## config.mk

```make
export PLATFORM = sky130hd
export DESIGN_NAME = div_unit
export DESIGN_NICKNAME = d
export VERILOG_FILES = /design/src/rtl/div_unit_pkg.sv /design/src/rtl/div_unit.sv
export SDC_FILE = /design/constraint.sdc
export NUM_CORES = 1
export LEC_CHECK = 0
export BUFFER_PORTS_ARGS = -buffer_cell sky130_fd_sc_hd__buf_2
export CORE_MARGIN = 5
export CORE_UTILIZATION = 35
export DETAILED_ROUTE_END_ITERATION = 10
export SYNTH_ARGS = -nofsm -noshare
export SYNTH_HDL_FRONTEND = slang
export SYNTH_SLANG_ARGS = --single-unit
```

## constraint.sdc

```tcl
create_clock -name clk -period 5.6 [get_ports clk]
set_input_delay 1.68 -clock clk [delete_from_list [all_inputs] [get_ports clk]]
set_output_delay 1.68 -clock clk [all_outputs]
set_load 0.01 [all_outputs]
```

## src/rtl/div_unit_pkg.sv

```systemverilog
// Shared pipeline encodings for the iterative divider: div_op values and FSM state codes.
package div_unit_pkg;

    localparam logic [1:0] DIV_OP_DIV  = 2'b00;
    localparam logic [1:0] DIV_OP_DIVU = 2'b01;
    localparam logic [1:0] DIV_OP_REM  = 2'b10;
    localparam logic [1:0] DIV_OP_REMU = 2'b11;

    localparam logic [1:0] S_IDLE = 2'd0;
    localparam logic [1:0] S_CALC = 2'd1;
    localparam logic [1:0] S_DONE = 2'd2;

    function automatic logic is_signed_op(input logic [1:0] op);
        return (op == DIV_OP_DIV) || (op == DIV_OP_REM);
    endfunction

    function automatic logic is_rem_op(input logic [1:0] op);
        return (op == DIV_OP_REM) || (op == DIV_OP_REMU);
    endfunction

endpackage

```

## src/rtl/div_unit.sv

```systemverilog
// Iterative radix-2 restoring divider for RV32M DIV/DIVU/REM/REMU, one quotient bit per cycle.
// Divide-by-zero and signed overflow are resolved at accept and skip the iteration phase.
module div_unit
    import div_unit_pkg::*;
#(
    parameter int unsigned DATA_WIDTH = 32
) (
    input  logic                  clk,
    input  logic                  rst_n,
    input  logic                  start,
    input  logic                  flush,
    input  logic [1:0]            div_op,
    input  logic [DATA_WIDTH-1:0] in1,
    input  logic [DATA_WIDTH-1:0] in2,
    output logic                  ready,
    output logic                  busy,
    output logic                  done,
    output logic [DATA_WIDTH-1:0] result
);

    localparam int unsigned CntW = $clog2(DATA_WIDTH);
    localparam logic [CntW-1:0] LastCnt = CntW'(DATA_WIDTH - 1);
    localparam logic [DATA_WIDTH-1:0] MinNeg = {1'b1, {(DATA_WIDTH-1){1'b0}}};

    logic [1:0]            state_q, state_d;
    logic [CntW-1:0]       cnt_q, cnt_d;
    logic [1:0]            op_q, op_d;
    logic                  neg_quo_q, neg_quo_d;
    logic                  neg_rem_q, neg_rem_d;
    logic [DATA_WIDTH-1:0] divisor_q, divisor_d;
    logic [DATA_WIDTH-1:0] quo_q, quo_d;
    logic [DATA_WIDTH-1:0] rem_q, rem_d;
    logic [DATA_WIDTH-1:0] result_q, result_d;

    // Operand conditioning at accept
    logic                  in_signed, a_neg, b_neg, div_zero, sgn_ovf;
    logic [DATA_WIDTH-1:0] a_mag, b_mag, special_res;

    assign in_signed = is_signed_op(div_op);
    assign a_neg     = in_signed & in1[DATA_WIDTH-1];
    assign b_neg     = in_signed & in2[DATA_WIDTH-1];
    assign a_mag     = a_neg ? -in1 : in1;
    assign b_mag     = b_neg ? -in2 : in2;
    assign div_zero  = (in2 == '0);
    assign sgn_ovf   = in_signed && (in1 == MinNeg) && (in2 == '1);

    always_comb begin
        special_res = '0;
        if (div_zero) begin
            special_res = is_rem_op(div_op) ? in1 : '1;
        end else begin
            special_res = is_rem_op(div_op) ? '0 : MinNeg;
        end
    end

    // One restoring step; rem_q < divisor_q holds, so the shifted value fits after subtraction
    logic [DATA_WIDTH:0]   rem_sh, diff;
    logic [DATA_WIDTH-1:0] step_rem, step_quo, fix_rem, fix_quo;

    assign rem_sh   = {rem_q, quo_q[DATA_WIDTH-1]};
    assign diff     = rem_sh - {1'b0, divisor_q};
    assign step_rem = diff[DATA_WIDTH] ? rem_sh[DATA_WIDTH-1:0] : diff[DATA_WIDTH-1:0];
    assign step_quo = {quo_q[DATA_WIDTH-2:0], ~diff[DATA_WIDTH]};
    assign fix_quo  = neg_quo_q ? -step_quo : step_quo;
    assign fix_rem  = neg_rem_q ? -step_rem : step_rem;

    always_comb begin
        state_d   = state_q;
        cnt_d     = cnt_q;
        op_d      = op_q;
        neg_quo_d = neg_quo_q;
        neg_rem_d = neg_rem_q;
        divisor_d = divisor_q;
        quo_d     = quo_q;
        rem_d     = rem_q;
        result_d  = result_q;
        if (flush) begin
            state_d = S_IDLE;
        end else begin
            unique case (state_q)
                S_IDLE: begin
                    if (start) begin
                        op_d      = div_op;
                        neg_quo_d = a_neg ^ b_neg;
                        neg_rem_d = a_neg;
                        divisor_d = b_mag;
                        quo_d     = a_mag;
                        rem_d     = '0;
                        cnt_d     = '0;
                        if (div_zero || sgn_ovf) begin
                            result_d = special_res;
                            state_d  = S_DONE;
                        end else begin
                            state_d  = S_CALC;
                        end
                    end
                end
                S_CALC: begin
                    quo_d = step_quo;
                    rem_d = step_rem;
                    cnt_d = cnt_q + CntW'(1);
                    if (cnt_q == LastCnt) begin
                        result_d = is_rem_op(op_q) ? fix_rem : fix_quo;
                        state_d  = S_DONE;
                    end
                end
                S_DONE:  state_d = S_IDLE;
                default: state_d = S_IDLE;
            endcase
        end
    end

    always_ff @(posedge clk or negedge rst_n) begin
        if (!rst_n) begin
            state_q   <= S_IDLE;
            cnt_q     <= '0;
            op_q      <= '0;
            neg_quo_q <= 1'b0;
            neg_rem_q <= 1'b0;
            divisor_q <= '0;
            quo_q     <= '0;
            rem_q     <= '0;
            result_q  <= '0;
        end else begin
            state_q   <= state_d;
            cnt_q     <= cnt_d;
            op_q      <= op_d;
            neg_quo_q <= neg_quo_d;
            neg_rem_q <= neg_rem_d;
            divisor_q <= divisor_d;
            quo_q     <= quo_d;
            rem_q     <= rem_d;
            result_q  <= result_d;
        end
    end

    assign ready  = (state_q == S_IDLE);
    assign busy   = (state_q == S_CALC) || (state_q == S_DONE);
    assign done   = (state_q == S_DONE);
    assign result = result_q;

endmodule

```

==> flow_summary.rst <==
.. list-table::
   :header-rows: 1

   * - Metric
     - Value
   * - Worst IR Drop VDD
     - 210.2 uV
   * - RSZ-0062 raised after global routing
     - false
   * - Initial Utilization
     - 35.20%
   * - HPWL after DPL
     - 31520 microns
   * - Synthesized netlist net count
     - 1642
   * - PD cells
     - 350.7 nW/um^2
   * - Avg Vias per Cell
     - 5.762
   * - Post-CTS Setup Repair Bufs
     - 0
   * - Final antenna-violating net count
     - 0
   * - CP Max Fanout
     - 10
   * - Buf/Inv on CP
     - 2
   * - H-tree depth reported by CTS
     - 4
   * - Routability cong.
     - 0.9022
   * - Most frequent cells in the layout
     - sky130_fd_sc_hd__o21ai_0 (203), sky130_fd_sc_hd__nand2_1 (186), sky130_fd_sc_hd__dfrtp_1 (138)
   * - Clock-pin slew of the registers on the worst-case setup and hold paths
     - 0.07 ns
   * - Clk_lat worst skew
     - 0.45 ns
   * - Required time worst endpoint
     - 5.88 ns
   * - TritonCTS clock tree
     - yes
   * - Number of gates given a new drive strength after cts
     - 0
   * - CTS max path bufs
     - 2
   * - Sequential group share of total power
     - 33.0%
   * - Synth Warn #
     - 0
   * - Instance count of the mapped netlist
     - 1529
   * - Post-layout power
     - 0.004690 W
   * - Count of nets after finishing
     - 1720
   * - Number of violations reported at the end of detailed-routing iteration 0
     - 1176
   * - Number of distinct library cell variants in the gate-level netlist after synthesis
     - 83
   * - Global route total overflow
     - 0
   * - Mean instance size in the synthesized netlist
     - 7.663 sq um
   * - Number of remaining DRC errors
     - 0
   * - Post-synth EDFFs
     - 0
   * - Cell breakdown of the critical path
     - ha_1, a21oi_1, o21ai_1, a221oi_1, nand3_1, a311oi_2, nor2_4, inv_1, nor2_1, a21oi_1, ha_1, nand3_1, a211oi_1, o211ai_1, a2111oi_2, buf_4, a31o_2, xnor2_1, o221ai_1
   * - Net switching power of the design
     - 0.001992 W
   * - Crit path launch type
     - flop
   * - Top delay family on crit path
     - compound AO/OA/AOI/OAI gates
   * - Overall via count from detail_route
     - 11920
   * - Final wirelength
     - 41280 microns
   * - Clock power share
     - 26.0%
   * - Sw frac
     - 42.48%
   * - Total negative setup slack
     - 0 ns
   * - Share of the clock period used by the worst path after layout
     - 93.53%
   * - Fill cell instance count of the final layout
     - 3463
   * - Initial DRT Pass Iterations
     - 6
   * - First-pass GRT wire length
     - 64010 microns
   * - Number of buffer cells added on primary ports
     - 104
   * - Post-synthesis sequential area ratio
     - 29.47%
   * - Pins Over Slew Limit
     - 0
   * - Hold buffer count at cts
     - 0
   * - Library cell used as clock root buffer
     - sky130_fd_sc_hd__clkbuf_16
   * - Peak Freq
     - 0.1909 GHz
   * - Total CTS buffers
     - 17
   * - Most common cell after layout, fill and taps aside
     - sky130_fd_sc_hd__o21ai_0
   * - Area overhead of the layout relative to synthesis
     - 14.15%
   * - Via count of the first global-routing pass
     - 11160
   * - Fraction of final layout cells sized beyond drive strength 1
     - 12.59%
   * - I/O pins
     - 105
   * - FFs w/ async S/R, synth
     - 100.0%
   * - Maximum single-stage delay on the critical path
     - 0.49 ns
   * - Data arrival at the endpoint of the critical path
     - 5.51 ns
   * - Maximum number of pins on one net before global-route repair
     - 85
   * - Count of endpoints failing hold in the final timing report
     - 0
   * - DIE WIDTH
     - 193.0 microns
   * - Slowest library cell on the worst path
     - sky130_fd_sc_hd__a211oi_1
   * - Worst Skew
     - 0.01205 ns
   * - Status
     - complete, no violations
   * - MaxCap Viol Count
     - 0
   * - Combined global-route utilization of all metal layers
     - 21.94%
   * - Average wire per standard cell
     - 19.96 microns
   * - Number of antenna violations at the first check in global routing
     - 1
   * - Leakage power total
     - 5.502 nW
   * - Crit end category
     - flop
   * - Transition time at the pin with the least slew margin
     - 1.023 ns
   * - # diodes
     - 0
   * - Number of sinks handled by clock tree synthesis
     - 138
   * - Comb power frac
     - 41.1%
   * - Worst Hold Class
     - reg -> reg
   * - Endpoints failing setup
     - 0
   * - Area of the die
     - 37230 sq um
   * - Cell Area, Synth
     - 11720 sq um
   * - Die Span Y
     - 193.0 microns
   * - Post-synth top flop
     - sky130_fd_sc_hd__dfrtp_1
   * - Placeable core region
     - 33280 sq um
   * - Post-layout min period
     - 5.238 ns
   * - Internal power contribution
     - 0.002697 W
   * - Max_slew headroom
     - 31.79%
   * - Total number of placement rows
     - 67
   * - WS Path Type
     - reg -> reg
   * - Number of flip-flops and latches in the synthesized netlist
     - 138
metrics by stage:
stage	hold WS (ns)	area, sq um	std cells	setup WS (ns)	util [%]
after detailed placement	0.4655	12770	2036	0.4589	38.36
after floorplan	0.4498	11720	1529	0.5792	-
after global placement	0.4617	12770	2036	0.5199	38.36
after CTS	0.4799	13370	2068	0.5445	40.19
after global routing	0.4987	13370	2068	0.1318	40.19
final	0.4743	13370	2068	0.3625	40.19
synthesized netlist by cell type, drive strengths merged, types with 14 or more instances:
| cell | n | area share (%) |
|---|---|---|
| o21ai | 212 | 9.1 |
| nand2 | 186 | 6.0 |
| dfrtp | 138 | 29 |
| a21oi | 134 | 5.7 |
| nor2 | 126 | 4.1 |
| clkbuf | 65 | 2.1 |
| xnor2 | 65 | 4.9 |
| xor2 | 62 | 4.6 |
| inv | 59 | 1.9 |
| ha | 42 | 4.5 |
| nor3 | 31 | 1.3 |
| nor4 | 25 | 1.3 |
| o31ai | 24 | 1.6 |
| nand4 | 22 | 1.2 |
| nand3 | 21 | 0.90 |
| or3 | 21 | 1.2 |
| o211ai | 18 | 1.2 |
| or4 | 18 | 1.2 |
| a31oi | 17 | 0.91 |
| mux2i | 16 | 1.4 |
| nand2b | 15 | 0.86 |
| o41ai | 15 | 1.3 |
| buf | 14 | 0.52 |
worst reg2reg max path, cell delays in order (launching register included):
cell                        delay [ns]
sky130_fd_sc_hd__dfrtp_1          0.44
sky130_fd_sc_hd__ha_1             0.42
sky130_fd_sc_hd__a21oi_1          0.21
sky130_fd_sc_hd__o21ai_1          0.18
sky130_fd_sc_hd__a221oi_1         0.46
sky130_fd_sc_hd__nand3_1          0.26
sky130_fd_sc_hd__a311oi_2         0.42
sky130_fd_sc_hd__nor2_4           0.07
sky130_fd_sc_hd__inv_1            0.15
sky130_fd_sc_hd__nor2_1           0.06
sky130_fd_sc_hd__a21oi_1          0.26
sky130_fd_sc_hd__ha_1             0.28
sky130_fd_sc_hd__nand3_1          0.14
sky130_fd_sc_hd__a211oi_1         0.49
sky130_fd_sc_hd__o211ai_1         0.22
sky130_fd_sc_hd__a2111oi_2        0.42
sky130_fd_sc_hd__buf_4            0.20
sky130_fd_sc_hd__a31o_2           0.15
sky130_fd_sc_hd__xnor2_1          0.12
sky130_fd_sc_hd__o221ai_1         0.14
area by class of cell:
type	count	area [sq um]	share of cell area (%)
sequential	138	3453	25.82
multi-input combinational	1252	7746	57.92
clock buffer	17	425.4	3.181
clock inverter	15	181.4	1.357
inverter	60	225.2	1.684
timing repair buffer	138	782.0	5.847
tap	448	560.5	4.191
registers in the layout, summed over array words and instances (netlist names):
signal	count
cnt_q	5
neg_rem_q	1
result	32
quo_q	32
state_q	2
op_q	1
rem_q	32
divisor_q	32
neg_quo_q	1
final timing paths:
check | startpoint | end | slack (ns) | cells past startpoint
worst min register to register | result[6]$_DFFE_PN0P_ | result[6]$_DFFE_PN0P_ | 0.47 | 2
max in group asynchronous | rst_n | rem_q[14]$_DFFE_PN0P_ | 3.23 | 2
worst min-delay path | result[6]$_DFFE_PN0P_ | result[6]$_DFFE_PN0P_ | 0.47 | 2
worst max-delay path | rem_q[24]$_DFFE_PN0P_ | result[28]$_DFFE_PN0P_ | 0.36 | 19
min in group asynchronous | rst_n | divisor_q[3]$_DFFE_PN0P_ | 1.32 | 1
worst max register to register | rem_q[24]$_DFFE_PN0P_ | result[28]$_DFFE_PN0P_ | 0.36 | 19
routing by layer:
metal / track usage (%) / vias to the layer above / wire (microns)
met1: 30.31 / 5714 / 18720
met2: 35.43 / 376 / 19180
met5: 0 / - / 13
met3: 2.701 / 78 / 2007
li1: - / 5745 / -
met4: 8.007 / 2 / 1360
cells by family (layout without fill, tap and decap cells):
group | Yosys count | after routing | share of synthesized area, %
AO/OA/AOI/OAI | 531 | 531 | 27.86
XOR/XNOR | 127 | 127 | 9.494
adder cells (fa/ha/maj) | 43 | 43 | 4.656
buffers and inverters | 139 | 230 | 4.528
flip-flops | 138 | 138 | 29.47
multiplexers | 26 | 26 | 2.328
AND/OR/NAND/NOR | 525 | 525 | 21.66
power groups by stage:
stage	Clock (W)	Sequential (W)	Combinational (W)
final	0.00122	0.00155	0.00193
after global routing	0.00128	0.00158	0.00215
after CTS	0.00123	0.00154	0.00192
after detailed placement	0	0.00156	0.00191
after global placement	0	0.00155	0.00189
after floorplan	0	0.00151	0.00130
Power figures use the tool's default switching activity.
